`src/rtl/ifm_read_addr_controller_pkg.sv`:
```
// Shared definitions for the IFM read / OFM write address controllers:
// FSM encodings, kernel selector constants and the RAM address-width helper.
package ifm_read_addr_controller_pkg;

  typedef enum logic [1:0] {
    ST_IDLE     = 2'd0,
    ST_READ     = 2'd1,
    ST_TILE_END = 2'd2
  } ctrl_state_t;

  localparam logic KERNEL_1x1 = 1'b0;
  localparam logic KERNEL_3x3 = 1'b1;

  function automatic int addr_width(input int depth);
    return (depth > 1) ? $clog2(depth) : 1;
  endfunction

endpackage

```
`src/rtl/ifm_read_addr_controller_tile_geometry.sv`:
```
// Column-block geometry of the current tile: width W = min(SYSTOLIC_SIZE, OW - c)
// and the segment length W + K - 1, registered so they are stable for the whole tile.
module ifm_tile_geometry
  import ifm_read_addr_controller_pkg::*;
#(
  parameter int SYSTOLIC_SIZE = 16,
  localparam int SZW = $clog2(SYSTOLIC_SIZE + 3)
) (
  input  logic           clk,
  input  logic           rst_n,
  input  logic [8:0]     col,
  input  logic [8:0]     ow,
  input  logic           kernel_3x3,
  output logic [8:0]     tile_w,
  output logic [SZW-1:0] read_ifm_size
);

  logic [8:0]     remain;
  logic [8:0]     w_next;
  logic [SZW-1:0] size_next;

  always_comb begin
    remain    = ow - col;
    w_next    = (remain > 9'(SYSTOLIC_SIZE)) ? 9'(SYSTOLIC_SIZE) : remain;
    size_next = SZW'(w_next) + ((kernel_3x3 == KERNEL_3x3) ? SZW'(2) : SZW'(0));
  end

  always_ff @(posedge clk or negedge rst_n) begin
    if (!rst_n) begin
      tile_w        <= '0;
      read_ifm_size <= '0;
    end else begin
      tile_w        <= w_next;
      read_ifm_size <= size_next;
    end
  end

endmodule

```
`src/rtl/ifm_read_addr_controller.sv`:
```
// IFM read address generator: walks output tiles in raster order and issues one
// wide-row read per (channel, kernel row); all offsets are built by accumulation.
module ifm_read_addr_controller
  import ifm_read_addr_controller_pkg::*;
#(
  parameter int SYSTOLIC_SIZE = 16,
  parameter int IFM_RAM_SIZE  = 2378675,
  localparam int AW  = addr_width(IFM_RAM_SIZE),
  localparam int SZW = $clog2(SYSTOLIC_SIZE + 3)
) (
  input  logic           clk,
  input  logic           rst_n,
  input  logic           start,
  input  logic [AW-1:0]  start_read_addr,
  input  logic [8:0]     ifm_size,
  input  logic [10:0]    num_channel,
  input  logic           kernel_3x3,
  input  logic           next_tile,
  input  logic           hold,
  output logic [AW-1:0]  ifm_addr,
  output logic           ifm_rd_en,
  output logic [SZW-1:0] read_ifm_size,
  output logic           tile_done,
  output logic           layer_done,
  output logic           busy,
  output ctrl_state_t    fsm_state
);

  ctrl_state_t state, next_state;

  logic [AW-1:0] start_addr_q;
  logic [8:0]    size_q;
  logic [10:0]   nc_q;
  logic          k3_q;
  logic [8:0]    ow_q;
  logic [17:0]   plane_q;

  logic [8:0]    h_q;
  logic [8:0]    c_q;
  logic [10:0]   ch_q;
  logic [1:0]    ky_q;
  logic [AW-1:0] row_base_q;
  logic [AW-1:0] tile_base_q;
  logic [AW-1:0] ch_base_q;

  logic [8:0]    tile_w;
  logic          last_ky;
  logic          last_ch;
  logic          last_issue;
  logic          last_col;
  logic          last_row;
  logic [AW-1:0] size_ext;
  logic [AW-1:0] plane_ext;

  ifm_tile_geometry #(.SYSTOLIC_SIZE(SYSTOLIC_SIZE)) u_geometry (
    .clk           (clk),
    .rst_n         (rst_n),
    .col           (c_q),
    .ow            (ow_q),
    .kernel_3x3    (k3_q),
    .tile_w        (tile_w),
    .read_ifm_size (read_ifm_size)
  );

  always_comb begin
    last_ky    = (ky_q == ((k3_q == KERNEL_3x3) ? 2'd2 : 2'd0));
    last_ch    = (ch_q == nc_q - 11'd1);
    last_issue = last_ky && last_ch;
    last_col   = ({1'b0, c_q} + {1'b0, tile_w}) >= {1'b0, ow_q};
    last_row   = (h_q == ow_q - 9'd1);
    size_ext   = AW'(size_q);
    plane_ext  = AW'(plane_q);
  end

  always_ff @(posedge clk or negedge rst_n) begin
    if (!rst_n) state <= ST_IDLE;
    else        state <= next_state;
  end

  // start overrides everything; next_tile is only honoured from IDLE.
  always_comb begin
    next_state = state;
    if (start) begin
      next_state = ST_IDLE;
    end else begin
      case (state)
        ST_IDLE:     if (next_tile) next_state = ST_READ;
        ST_READ:     if (!hold && last_issue) next_state = ST_TILE_END;
        ST_TILE_END: next_state = ST_IDLE;
        default:     next_state = ST_IDLE;
      endcase
    end
  end

  always_comb begin
    busy       = (state == ST_READ);
    tile_done  = (state == ST_TILE_END);
    layer_done = (state == ST_TILE_END) && last_col && last_row;
    fsm_state  = state;
  end

  always_ff @(posedge clk or negedge rst_n) begin
    if (!rst_n) begin
      start_addr_q <= '0;
      size_q       <= '0;
      nc_q         <= '0;
      k3_q         <= 1'b0;
      ow_q         <= '0;
      plane_q      <= '0;
      h_q          <= '0;
      c_q          <= '0;
      ch_q         <= '0;
      ky_q         <= '0;
      row_base_q   <= '0;
      tile_base_q  <= '0;
      ch_base_q    <= '0;
      ifm_addr     <= '0;
      ifm_rd_en    <= 1'b0;
    end else if (start) begin
      start_addr_q <= start_read_addr;
      size_q       <= ifm_size;
      nc_q         <= num_channel;
      k3_q         <= kernel_3x3;
      ow_q         <= ifm_size - ((kernel_3x3 == KERNEL_3x3) ? 9'd2 : 9'd0);
      plane_q      <= {9'd0, ifm_size} * {9'd0, ifm_size};
      h_q          <= '0;
      c_q          <= '0;
      ch_q         <= '0;
      ky_q         <= '0;
      row_base_q   <= start_read_addr;
      tile_base_q  <= start_read_addr;
      ch_base_q    <= start_read_addr;
      ifm_rd_en    <= 1'b0;
    end else begin
      case (state)
        ST_IDLE: begin
          if (next_tile) begin
            ch_q      <= '0;
            ky_q      <= '0;
            ch_base_q <= tile_base_q;
            ifm_addr  <= tile_base_q;
            ifm_rd_en <= 1'b1;
          end
        end
        // ifm_addr always holds the address of (ch_q, ky_q); hold just withholds the next step.
        ST_READ: begin
          if (hold || last_issue) begin
            ifm_rd_en <= 1'b0;
          end else if (last_ky) begin
            ch_q      <= ch_q + 11'd1;
            ky_q      <= '0;
            ch_base_q <= ch_base_q + plane_ext;
            ifm_addr  <= ch_base_q + plane_ext;
            ifm_rd_en <= 1'b1;
          end else begin
            ky_q      <= ky_q + 2'd1;
            ifm_addr  <= ifm_addr + size_ext;
            ifm_rd_en <= 1'b1;
          end
        end
        ST_TILE_END: begin
          ifm_rd_en <= 1'b0;
          ch_q      <= '0;
          ky_q      <= '0;
          if (last_col) begin
            c_q <= '0;
            if (last_row) begin
              h_q         <= '0;
              row_base_q  <= start_addr_q;
              tile_base_q <= start_addr_q;
            end else begin
              h_q         <= h_q + 9'd1;
              row_base_q  <= row_base_q + size_ext;
              tile_base_q <= row_base_q + size_ext;
            end
          end else begin
            c_q         <= c_q + tile_w;
            tile_base_q <= tile_base_q + AW'(tile_w);
          end
        end
        default: ifm_rd_en <= 1'b0;
      endcase
    end
  end

endmodule

```
`config.mk`:
```
export PLATFORM = sky130hd
export DESIGN_NAME = ifm_read_addr_controller
export DESIGN_NICKNAME = d
export VERILOG_FILES = /design/src/rtl/ifm_read_addr_controller_pkg.sv /design/src/rtl/ifm_read_addr_controller_tile_geometry.sv /design/src/rtl/ifm_read_addr_controller.sv
export SDC_FILE = /design/constraint.sdc
export NUM_CORES = 1
export LEC_CHECK = 0
export ABC_AREA = 1
export BUFFER_PORTS_ARGS = -buffer_cell sky130_fd_sc_hd__buf_2
export CAP_MARGIN = 25
export CELL_PAD_IN_SITES_DETAIL_PLACEMENT = 0
export CELL_PAD_IN_SITES_GLOBAL_PLACEMENT = 2
export CORE_UTILIZATION = 32
export CTS_CLUSTER_SIZE = 12
export DETAILED_ROUTE_END_ITERATION = 16
export GPL_TIMING_DRIVEN = 0
export HOLD_SLACK_MARGIN = 0.1
export PLACE_DENSITY_LB_ADDON = 0.1
export SLEW_MARGIN = 5
export SYNTH_ARGS = -nofsm -noshare
export SYNTH_HDL_FRONTEND = slang
export SYNTH_HIERARCHICAL = 1
export SYNTH_SLANG_ARGS = --single-unit
```
`constraint.sdc`:
```
create_clock -name clk -period 3.5 [get_ports clk]
set_clock_uncertainty 0.2 [all_clocks]
set_input_delay 0.35 -clock clk [delete_from_list [all_inputs] [get_ports clk]]
set_output_delay 0.35 -clock clk [all_outputs]
set_load 0.1 [all_outputs]
```
### After elaboration in Yosys (flattened, before gate mapping)

Index checks and enable logic that the tools add are counted.

* register bits: 206

* eq/ne operators: 11
* bitwise gates (word level): 1
* mux-type cells: 44
* order comparisons: 2
* multipliers: 1
* add/sub/neg operators: 14
* reductions and logical operators: 18

Operators by type and width (number)
* $mux 22: 13
* $pmux 22 s2: 2
* $mux 9: 8
* $add 22x9->22: 3
* $mux 11: 4
* $pmux 11 s3: 1
* $add 22x18->22: 1
* $mux 2: 10
* $mul 9x9->18: 1
* $reduce_and 4->1: 3
* $add 11x1->11 const B: 1
* $eq 11x11->1: 1
* $sub 11x1->11 const B: 1
* $add 9x9->10: 1
* $ge 10x9->1: 1
* $add 9x1->9 const B: 1
* $add 9x9->9: 1
* $eq 9x9->1: 1
* $gt 9x5->1 const B: 1
* $sub 9x1->9 const B: 1
* $sub 9x2->9: 1
* $sub 9x9->9: 1
* $ne 3x2->1 const B: 2
* $ne 3x3->1 const B: 2
* other kinds (20): 29

### Longest topological paths before layout

* depth after elaboration: 7
* mapped depth: 22

### Modules after synthesis

Netlist, hierarchy kept.

Modules (own cells, without submodules)
* ifm_read_addr_controller: instances 1, cells an instance 2457, area each 16572.1 um2
* ifm_tile_geometry: instances 1, cells an instance 139, area each 978.4 um2

### Worst setup path after synthesis

No wires, ideal clock.

* kind: reg-to-output
* start point: reg u_geometry.tile_w[0]
* end point: out layer_done
* cell stages (with the launch flop): 19
* buffers on the path: 1
* data arrival time: 4.362 ns
* required time: 2.950 ns
* path slack: -1.412 ns
* path through: dfrtp_1 > buf_4 > ha_1 > fa_1 > a21oi_1 > o21bai_1 > a21oi_1 > o21ai_0 > xor2_1 > inv_1 > ha_1 > nand2_1 > inv_1 > nand2_1 > nand2_1 > nand2_1 > nand2_2 > nand2_1 > nor2_1

* word-level cells in the longest chain between the ends: 4

Ends and longest elaborated chain
* from (decl): line ifm_read_addr_controller_tile_geometry.sv:14 `output logic [8:0] tile_w,`
* from (signal assigned): line ifm_read_addr_controller_tile_geometry.sv:33 `tile_w <= w_next;`
* $add 9x9->10: line ifm_read_addr_controller.sv:69 `last_col = ({1'b0, c_q} + {1'b0, tile_w}) >= {1'b0, ow_q};`
* $ge 10x9->1: line ifm_read_addr_controller.sv:69
* $logic_and 1x1->1 (2 in a row): line ifm_read_addr_controller.sv:98 `layer_done = (state == ST_TILE_END) && last_col && last_row;`
* to (decl): line ifm_read_addr_controller.sv:24 `output logic layer_done,`

No other way between the ends.

### Worst setup path in the final report

Same ends and word-level chain as after synthesis.

==> summary.md <==
| Metric | Value |
|---|---|
| Worst-Margin Slew | `988 ps` |
| Combinational fraction of design power | `0.520` |
| Ys flop type | `dfrtp_1` |
| Max incr delay on CP | `about 500 ps` |
| Final hold vios | `0` |
| First drt pass iteration count | `5` |
| GR Util All Layers | `0.248` |
| Setup TNS | `-7520 ps` |
| Filler cells | `roughly 5.7k` |
| Pwr dens | `a little over 600 nW/um^2` |
| R2R Path Start | `u_geometry/tile_w[0]` |
| Port bufs | `a little under 80` |
| End of the worst hold path | `ow_q[8]` |
| CTS tree | `built` |
| Clock power frac | `0.241` |
| Sequential share of the synthesized area | `0.288` |
| Reg2reg path depth | `25` |
| CTS Root Cell | `clkbuf_16` |
| Gpl congestion | `0.892` |
| Asr flop ratio synth | `1.00` |
| Largest net degree at the start of global routing | `92` |
| Total Wirelength | `70.2 mm` |
| Synth area leaders | `dfrtp_1 29%, nand2_1 18%, ha_1 8.1%` |
| Vias per std cell | `4.99` |
| Core area | `54,000 um^2` |
| Worst-path clk slew | `60 ps` |
| Total congestion overflow | `0` |
| Routed Antenna Nets | `0` |
| Failing checks | `negative setup slack` |
| Setup CP Type | `flop to primary output` |
| CP startpoint kind | `flop` |
| Clk_lat worst skew | `590 ps` |
| R2R Setup Slk | `-200 ps` |
| WL/cell | `just under 20 um` |
| Worst Hold Class | `input pin to flop` |
| Die X | `between 200 and 250 um` |
| Synth top area share | `0.288` |
| Vias in the first global route | `~17k` |
| Final period utilization | `1.11` |
| Antenna violations before repair | `0` |
| DIE AREA | `55,800 um^2` |
| P_sw | `6.37 mW` |
| H-tree depth | `1` |
| Register bit total from synthesis | `202` |
| Final WS setup | `-389 ps` |
| Worst EP required | `roughly 3000 ps` |
| Final Net Count | `3,021` |
| Status | `finished, violations left` |
| Area of the mapped netlist | `17,600 um^2` |
| Layout cell share with drive strength beyond 1 | `0.164` |
| Mapped Cells | `2,596` |
| Cell Count Post-Placement | `3,374` |
| RSZ-0062 raised after global routing | `true` |
| Drt drc | `0` |
| Placed Area | `roughly 19,000 um^2` |
| Site Rows | `85` |
| Worst VDD drop | `roughly 380 uV` |
| CTS Buffer Depth | `3` |
| Crit end category | `primary output` |
| First-pass GRT wire length | `105 mm` |
| Synth cell types | `56` |
| Worst slew margin | `0.341` |
| Initial Util | `0.325` |
| Number of diodes | `0` |
| DP Wirelength | `54.5 mm` |
| Finished Layout Cells | `3,538` |
| Critical-path top delay cell | `dfrtp_4` |
| Pins Over Slew Limit | `0` |
| I/O pin total | `81` |
| DR iter-0 viols | `roughly 1.2k` |
| Final-report setup violation count | `59` |
| Avg Inst Size Synth | `6.76 um^2` |
| Max Clock Freq | `roughly 0.26 GHz` |
| Internal | `between 7 and 8 mW` |
| Post-synth EDFFs | `0` |
| WHS | `around 130 ps` |
| Clock sinks | `202` |
| Crit path cell chain | `ha_4, fa_2, a21oi_4, o21bai_4, xor2_2, inv_1, ha_4, nand2_2, a21oi_2, nor2_1, o21ai_1, nand2_1, nand2_1, nand2_2, nand2_4, nand2_4, nor2_4, buf_12` |
| Count of warnings emitted by yosys | `6` |
| Syn-to-layout area delta | `27.0%` |
| Leak Pwr | `11.6 nW` |
| Cts bufs inserted | `30` |
| Chip Height | `236 um` |
| Sequential share of power | `0.239` |
| Switching Fraction | `0.462` |
| Design area | `22,300 um^2` |
| Max capacitance violation total | `0` |
| WP data arrival | `~3300 ps` |
| Worst hold stages | `4` |
| Via count | `17.7k` |
| Reg2reg end | `tile_base_q[4]` |
| Crit path time final | `roughly 3900 ps` |
| Leading area contributor after synthesis | `dfrtp_1` |
| Hold Crit Start | `ifm_size[8]` |
| Critical path peak fanout | `3` |
==> cell usage in the layout, fill, tap and decap left out, types with 10 or more instances in the layout <==
master         Yosys  final
nand2_1          853    819
buf_6              3     17
xor2_1            45     40
a21oi_2            2     20
nand4_1           42     42
nand2_2           24     42
o21ai_0          131    116
nor2_2             9     14
a31oi_1           12     12
nand3_4            0     10
nand3b_1          18     18
or2_2             14     11
nor3_1            30     30
dfrtp_1          202    200
nand3_1          196    170
fa_1              38     36
ha_4               0     14
xnor2_1           27     24
a21oi_1          105     81
clkbuf_1          35     31
a21boi_0          18     18
nand3_2            7     23
nor2_1           176    167
o21ai_2           12     15
buf_2             18     85
o21ai_1            3     13
ha_1             114    100
clkbuf_16          0     39
clkbuf_8           1     11
inv_2              6     23
inv_1            363    343
buf_4              3     42
dlygate4sd3_1      0     48
nand2_4            3     17
buf_12             3     12
==> metal layers <==
metal,track usage,up-vias,share of wire
met5,0,-,0
met4,0.0699,0,0.028
met3,0.0330,94,0.051
met2,0.393,437,0.45
met1,0.352,8376,0.47
li1,-,8749,-
==> worst max-delay path, delay by kind of cell (launching register included) <==
kind	cells	cell delay, ps
buffers and inverters	2	280
adder cells (fa/ha/maj)	3	820
AO/OA/AOI/OAI	4	430
flip-flops	1	500
AND/OR/NAND/NOR	8	560
XOR/XNOR	1	160
==> state kept, by name, indices dropped and copies added (netlist names), 11 cells and up <==
signal	cells
ch_base_q	22
ifm_addr	22
row_base_q	22
start_addr_q	22
tile_base_q	22
plane_q	16
ch_q	11
nc_q	11
==> kinds of logic (layout without fill, tap and decap cells) <==
family,count (synthesis),count (layout),share of synthesized area
buf+inv,441,683,0.102
other cells,1,4,0.000214
compound gates,336,336,0.110
simple gates,1392,1393,0.340
flops,202,202,0.288
fa+ha+maj,152,152,0.125
xor+xnor,72,72,0.0359
==> what timing repair did <==
| item | 4_1_cts | 5_1_grt |
|---|---|---|
| endpoints found under the hold margin | 276 | 0 |
| buffers inserted | 38 | 26 |
| gates cloned | 2 | 4 |
| hold buffers | 49 | 0 |
| pin swaps | 54 | 46 |
| setup endpoints to repair | 73 | 73 |
| resized for setup | 111 | 129 |
==> cell type report <==
| cell class | instances | area, um^2 | area share |
|---|---|---|---|
| Multi-Input combinational cell | 1957 | 11600 | 0.522 |
| Sequential cell | 202 | 5060 | 0.227 |
| Timing Repair Buffer | 191 | 1650 | 0.0742 |
| Inverter | 371 | 1420 | 0.0636 |
| Clock buffer | 44 | 905 | 0.0406 |
| Tap cell | 696 | 871 | 0.0391 |
| Buffer | 67 | 587 | 0.0263 |
| Clock inverter | 9 | 150 | 0.00674 |
| Timing Repair inverter | 1 | 11.3 | 0.000505 |
==> per-stage QoR <==
stage | util | power (mW) | worst slack (ps)
floorplan | - | 7.73 | -545
global placement | 0.354 | 9.44 | -2950
detailed placement | 0.355 | 9.46 | -1120
CTS | 0.398 | 13.4 | -612
global route | 0.413 | 14.8 | -589
finish | 0.413 | 13.8 | -389
==> how the worst max path moves through the flow <==
stage,from,end,slack [ps],cells after the start
after floorplan,ifm_size[2],plane_q[14],-540,19
after global placement,rst_n,u_geometry/tile_w[0],-2950,1
after detailed placement,ifm_size[5],plane_q[16],-1120,18
after CTS,u_geometry/tile_w[0],layer_done,-610,18
after global routing,u_geometry/tile_w[0],layer_done,-590,18
final,u_geometry/tile_w[0],layer_done,-390,18
==> synth_stat cells, types with 30 or more instances <==
cell type and number:
o21ai_0 131, nand2_1 853, nand3_1 196, clkbuf_1 35, xor2_1 45, nand4_1 42, nor2_1 176, ha_1 114
a21oi_1 105, dfrtp_1 202, inv_1 363, fa_1 38, nor3_1 30
==> power groups by stage <==
stage	combinational, mW	clock [mW]	sequential [mW]
final	7.18	3.32	3.30
after global routing	7.95	3.48	3.34
after CTS	6.69	3.41	3.28
after detailed placement	6.14	0	3.32
after global placement	6.13	0	3.32
after floorplan	4.03	0	3.70
Power figures use the tool's default switching activity.
